==> config.mk <==
export PLATFORM = sky130hd
export DESIGN_NAME = scmp_useq
export DESIGN_NICKNAME = d
export VERILOG_FILES = /design/src/rtl/scmp_useq.sv
export SDC_FILE = /design/constraint.sdc
export NUM_CORES = 1
export LEC_CHECK = 0
export ABC_AREA = 0
export CAP_MARGIN = 20
export CORE_MARGIN = 3
export CORE_UTILIZATION = 30
export DETAILED_ROUTE_END_ITERATION = 6
export PLACE_DENSITY = 0.74
export SYNTH_ARGS = -nofsm -noshare
export SYNTH_HDL_FRONTEND = slang
export SYNTH_SLANG_ARGS = --single-unit
==> constraint.sdc <==
create_clock -name clk -period 1.2 [get_ports clk]
set_input_delay 0.12 -clock clk [delete_from_list [all_inputs] [get_ports clk]]
set_output_delay 0.12 -clock clk [all_outputs]
set_load 0.01 [all_outputs]
==> src/rtl/scmp_useq.sv <==
// scmp_useq - parametrised microcode sequencer for the SC/MP core.
// Drives a microcode address to an external combinational ROM, decodes the
// returned word into bus strobes and a datapath control field, and computes
// the next address (sequential, jump, branch, call/return, dispatch, wait).
// Optional feature macro: SCMP_USEQ_STACK_EN enables the return-address
// stack. Without it, CALL behaves as JUMP, RET as START, and sp/err read 0.
module scmp_useq #(
    parameter  int ADDR_W      = 8,
    parameter  int CTL_W       = 8,
    parameter  int COND_W      = 4,
    parameter  int STACK_DEPTH = 2,
    localparam int CSW         = $clog2(COND_W),
    localparam int SPW         = $clog2(STACK_DEPTH + 1),
    localparam int MCW         = CTL_W + 3 + 3 + 1 + CSW + ADDR_W
) (
    input  logic              clk,
    input  logic              rst_n,
    output logic [ADDR_W-1:0] mc_addr,
    input  logic [MCW-1:0]    mc_word,
    input  logic [COND_W-1:0] cond,
    input  logic [ADDR_W-1:0] disp_addr,
    input  logic              bus_rdy,
    output logic [CTL_W-1:0]  ctl,
    output logic              bus_ADS_n,
    output logic              bus_RD_n,
    output logic              bus_WR_n,
    output logic [SPW-1:0]    sp,
    output logic              err
);

    typedef enum logic [2:0] {
        SEQ_START    = 3'b000,
        SEQ_NEXT     = 3'b001,
        SEQ_JUMP     = 3'b010,
        SEQ_BRANCH   = 3'b011,
        SEQ_CALL     = 3'b100,
        SEQ_RET      = 3'b101,
        SEQ_DISPATCH = 3'b110,
        SEQ_WAIT     = 3'b111
    } seq_e;

    // Field positions inside the microcode word, LSB first.
    localparam int POL_LSB = ADDR_W + CSW;
    localparam int SEQ_LSB = POL_LSB + 1;
    localparam int BUS_LSB = SEQ_LSB + 3;
    localparam int CTL_LSB = BUS_LSB + 3;

    logic [ADDR_W-1:0] mc_pc_q;
    logic [ADDR_W-1:0] mc_pc_d;
    logic [ADDR_W-1:0] inc_s;
    logic [ADDR_W-1:0] target_s;
    logic [CSW-1:0]    sel_s;
    logic              pol_s;
    seq_e              seq_s;
    logic [2:0]        bus_s;
    logic [CTL_W-1:0]  ctl_field_s;

    assign target_s    = mc_word[ADDR_W-1:0];
    assign sel_s       = mc_word[ADDR_W +: CSW];
    assign pol_s       = mc_word[POL_LSB];
    assign seq_s       = seq_e'(mc_word[SEQ_LSB +: 3]);
    assign bus_s       = mc_word[BUS_LSB +: 3];
    assign ctl_field_s = mc_word[CTL_LSB +: CTL_W];
    assign inc_s       = mc_pc_q + ADDR_W'(1);
    assign mc_addr     = mc_pc_q;

`ifdef SCMP_USEQ_STACK_EN
    logic [ADDR_W-1:0] stack_q [STACK_DEPTH];
    logic [ADDR_W-1:0] stack_d [STACK_DEPTH];
    logic [SPW-1:0]    sp_q;
    logic [SPW-1:0]    sp_d;
    logic              err_q;
    logic              err_d;
    logic [ADDR_W-1:0] top_s;
    logic              full_s;
    logic              empty_s;

    assign full_s  = (sp_q == SPW'(STACK_DEPTH));
    assign empty_s = (sp_q == SPW'(0));
    assign sp      = sp_q;
    assign err     = err_q;

    // Top-of-stack read: the entry just below the occupancy pointer.
    always_comb begin
        top_s = {ADDR_W{1'b0}};
        for (int i = 0; i < STACK_DEPTH; i++) begin
            top_s = (sp_q == SPW'(i + 1)) ? stack_q[i] : top_s;
        end
    end
`else
    assign sp  = {SPW{1'b0}};
    assign err = 1'b0;
`endif

    // Strobes and control field straight from the word, held inactive in reset.
    always_comb begin
        ctl       = {CTL_W{1'b0}};
        bus_ADS_n = 1'b1;
        bus_RD_n  = 1'b1;
        bus_WR_n  = 1'b1;
        if (rst_n) begin
            ctl       = ctl_field_s;
            bus_ADS_n = ~bus_s[2];
            bus_RD_n  = ~bus_s[1];
            bus_WR_n  = ~bus_s[0];
        end else begin
            ctl       = {CTL_W{1'b0}};
        end
    end

    // Next-address selection plus stack push/pop bookkeeping.
    always_comb begin
        mc_pc_d = inc_s;
`ifdef SCMP_USEQ_STACK_EN
        sp_d    = sp_q;
        err_d   = err_q;
        stack_d = stack_q;
`endif
        case (seq_s)
            SEQ_START:    mc_pc_d = {ADDR_W{1'b0}};
            SEQ_NEXT:     mc_pc_d = inc_s;
            SEQ_JUMP:     mc_pc_d = target_s;
            SEQ_BRANCH:   mc_pc_d = (cond[sel_s] ^ pol_s) ? target_s : inc_s;
            SEQ_CALL: begin
                mc_pc_d = target_s;
`ifdef SCMP_USEQ_STACK_EN
                // A full stack still takes the jump; the return address is lost.
                if (full_s) begin
                    err_d = 1'b1;
                end else begin
                    for (int i = 0; i < STACK_DEPTH; i++) begin
                        stack_d[i] = (sp_q == SPW'(i)) ? inc_s : stack_q[i];
                    end
                    sp_d = sp_q + SPW'(1);
                end
`endif
            end
            SEQ_RET: begin
`ifdef SCMP_USEQ_STACK_EN
                if (empty_s) begin
                    mc_pc_d = {ADDR_W{1'b0}};
                    err_d   = 1'b1;
                end else begin
                    mc_pc_d = top_s;
                    sp_d    = sp_q - SPW'(1);
                end
`else
                mc_pc_d = {ADDR_W{1'b0}};
`endif
            end
            SEQ_DISPATCH: mc_pc_d = disp_addr;
            SEQ_WAIT:     mc_pc_d = bus_rdy ? inc_s : mc_pc_q;
            default:      mc_pc_d = {ADDR_W{1'b0}};
        endcase
    end

    // Sequencer state registers with asynchronous reset.
    always_ff @(posedge clk or negedge rst_n) begin
        if (!rst_n) begin
            mc_pc_q <= {ADDR_W{1'b0}};
`ifdef SCMP_USEQ_STACK_EN
            sp_q    <= {SPW{1'b0}};
            err_q   <= 1'b0;
            for (int i = 0; i < STACK_DEPTH; i++) begin
                stack_q[i] <= {ADDR_W{1'b0}};
            end
`endif
        end else begin
            mc_pc_q <= mc_pc_d;
`ifdef SCMP_USEQ_STACK_EN
            sp_q    <= sp_d;
            err_q   <= err_d;
            stack_q <= stack_d;
`endif
        end
    end

endmodule

==> results summary <==
The max-slew violation count is 0. The power share of the combinational group came out at 0.588. The tool flagged a number of max-cap violations equal to 0. After detailed routing, the number of vias per cell comes to 5.23. Once layout is complete, the utilization of the core stands at 0.663. The share of the clock period used by the worst path is 1.20. The post-place setup slack came out at -922 ps.

The aggregate routed wire length came out at 3.27 mm. The proportion of synthesized chip area in sequential cells came out at 0.228. The register with the most flip-flops in the layout has 8 of them. The first global-routing pass estimated 4.86 mm of wire. Measured along the y axis, the die boundary spans roughly 60 um. In this run the core area contains 19 standard-cell rows.

The share of final-layout standard cells stronger than drive strength 1 is 0.333. The share of flip-flops with an asynchronous set or reset came out at 1.00. Yosys mapped a number of flops with a built-in enable equal to 0. TritonCTS built the clock tree. The mean cell area of the mapped netlist came out at ~7.9 um^2.

The number of iterations in the first detailed-routing pass came out at 4. The checks that failed: negative setup slack. After clock tree synthesis, the clock-pin slew on the worst setup and hold paths is 60 ps. In the post-synthesis netlist, the cell with the most instances is nand2_1. The number of antenna violations at the first check in global routing is 0.

The standard cell core area came out at 2780 um^2. Buffers inserted to repair hold after CTS numbered 0. The length in cells of the worst reg-to-reg path came out at 6. STA classifies the critical path endpoint as a flop. Summing all multi-input logic gate instances after layout gives 778 um^2. The detailed-route via count is 1,197. The count of synthesis-stage warnings from yosys came out at 0. In the synthesized netlist, the number of instances is 112. The net count of the finished layout is 241. The final sum of negative setup slack came out at -1750 ps. The number of filler instances in the final layout is ~210.

The slowest stage of the critical path belongs to the cell dfrtp_1. The floorplan step defined a die boundary enclosing 3620 um^2. 0 antenna diodes ended up in the layout.

The worst setup path is launched from a flop. In this run the worst hold path is classified as in -> async. The flop and latch count out of synthesis came out at 8.

The clock skew came out at around 5.4 ps. The total congestion overflow is 0. Routability-driven placement finished with a final weighted congestion of 0.837. Traced cell by cell, the critical path runs through ha_4, nand2_1, nor3_2, xor2_1, a22oi_1, o22ai_1. Summing all flip-flop and latch instances after layout gives about 200 um^2. Yosys attributes the largest share of cell area to dfrtp_1 23%, and2_1 5.7%, nand2_1 5.1%.

CTS saw 8 sinks. The ratio of total power to cell area came out at 768 nW/um^2. For the worst setup path, the data required time is 1380 ps. The number of hold-slack violations in the final timing report came out at 0.

The violation count after the first detailed-route iteration is 36. For this design the top-level I/O count stands at 62. The later-pin clock latency in the skew report is 270 ps. The internal power consumption came out at 909 uW. Across the VDD grid, the largest voltage drop is roughly 0.50 mV. The post-synthesis cell area came out at 880 um^2.

The worst setup slack after layout came out at -237 ps. The power dissipated by switching net loads is approximately 500 uW. The maximum root-to-sink buffer count came out at 2.

The overall track demand over capacity in global routing came out at 0.176. The static power due to leakage came out at just over 0.0008 uW. By count the netlist is led by 12 x nand2_1, 11 x nor2_1, 8 x and2_1, 8 x dfrtp_1.

The post-synthesis to final-layout area growth is 110%. The routed length per instance is around 14 um. The number of buffers added on ports came out at just under 60. Of the total power, the share spent switching nets is 0.358. The cell taking the most area after synthesis is dfrtp_1. The detailed placement HPWL came out at 2.47 mm. The final antenna-violating net count came out at 0. The depth of the CTS H-tree came out at 1.

The critical path arrival is 1610 ps. Based on the critical path, the design can be clocked at up to 696 MHz. The width of the die is 60.1 um. Among all flip-flop cells after synthesis, the most frequent one is dfrtp_1. Setup repair after global routing could not meet its margin everywhere. The clock network power share came out at 0.156. The distinct cell type count after synthesis is 40. The proportion of netlist area held by the largest area contributor came out at 0.228. After detailed routing, the number of remaining DRC violations is 0. In this design, the stage delay of the slowest critical-path cell is ~400 ps. The count of final setup violators came out at 9.

The share of total power dissipated in sequential elements is 0.256. The maximum fanout along the worst path came out at 4. The number of CTS-inserted buffers is 3. The critical path is of the reg -> reg type.

The maximum number of pins on one net before global-route repair came out at 13. The run finished, with violations left. In this run the clock root is driven by a clkbuf_4. The via count of the first global-routing pass came out at 1,167. The starting density of the core came out at 0.316.

The shortest clock period the worst path allows after layout is 1440 ps.
==> metrics by stage <==
stage          cells  hold WS (ps)  cell area, um^2  power (uW)
5_1_grt          229           140             1840        1510
2_1_floorplan    114          -176              895         660
4_1_cts          225           103             1700        1290
6_report         229          82.1             1840        1420
3_3_place_gp     218           581             1640        1040
3_5_place_dp     218           581             1640        1050
==> cells by family (layout without fill, tap and decap cells) <==
group | after synthesis | count (layout) | share of synthesized area
buffers and inverters | 11 | 95 | 0.0612
XOR/XNOR | 7 | 7 | 0.0783
flip-flops | 8 | 8 | 0.228
other | 1 | 3 | 0.00426
AND/OR/NAND/NOR | 48 | 48 | 0.269
adder cells (fa/ha/maj) | 1 | 1 | 0.0142
AO/OA/AOI/OAI | 31 | 31 | 0.272
multiplexers | 5 | 5 | 0.0740
==> placed cells by master, fill, tap and decap left out, drive strengths merged, types with 4 or more instances in the layout <==
| master | netlist | layout |
|---|---|---|
| o22ai | 5 | 5 |
| nand2 | 12 | 12 |
| dfrtp | 8 | 8 |
| clkdlybuf4s50 | 0 | 29 |
| xnor2 | 4 | 4 |
| dlygate4sd2 | 0 | 19 |
| and2 | 8 | 8 |
| a21oi | 5 | 5 |
| nor2 | 11 | 11 |
| buf | 4 | 36 |
| o21ai | 5 | 5 |
| clkbuf | 4 | 4 |
==> worst max-delay path: cells and delay by family, from the launching register on <==
| kind | cells | cell delay [ps] |
|---|---|---|
| AOI/OAI and AO/OA | 2 | 290 |
| adders and majority gates | 1 | 210 |
| DFF | 1 | 400 |
| xor gates and xnor gates | 1 | 180 |
| and+or+nand+nor | 2 | 250 |
==> power groups by stage <==
stage                     Combinational [uW]  Sequential (uW)  Clock, uW
final                                    833              363        221
after floorplan                          277              383          0
after detailed placement                 689              366          0
after global routing                     899              370        241
after global placement                   675              362          0
after CTS                                720              346        228
==> cell type report <==
type                       instances  area share
sequential                         8       0.109
multi-input combinational         95       0.422
timing repair buffer              89       0.429
clock buffer                       3      0.0122
inverter                           3     0.00611
tap                               31      0.0210
==> per-layer routing <==
| layer | wire length (um) | vias to the layer above | global-route usage |
|---|---|---|---|
| met2 | 1730 | 61 | 0.347 |
| met3 | 287 | 7 | 0.0151 |
| met5 | 0 | - | 0 |
| met4 | 89 | 0 | 0.0886 |
| li1 | - | 575 | - |
| met1 | 1150 | 554 | 0.180 |
==> final timing paths <==
kind | startpoint | endpoint | slack (ps)
max in group asynchronous | rst_n | mc_addr[2]$_DFFE_PN0P_ | 970
hold / removal | rst_n | mc_addr[1]$_DFFE_PN0P_ | 80
setup / recovery | mc_addr[1]$_DFFE_PN0P_ | mc_addr[6]$_DFFE_PN0P_ | -240
hold reg to reg | mc_addr[7]$_DFFE_PN0P_ | mc_addr[7]$_DFFE_PN0P_ | 580
min in group clk | mc_word[13] | mc_addr[6]$_DFFE_PN0P_ | 370
setup reg to reg | mc_addr[1]$_DFFE_PN0P_ | mc_addr[6]$_DFFE_PN0P_ | -240
==> repair_timing <==
item / in CTS / in global routing
setup endpoints to repair: 27 / 10
pin swaps: 5 / 18
setup buffers: 4 / 4
gates resized for setup: 51 / 21
Note: power is estimated with default switching activity, not from simulation.
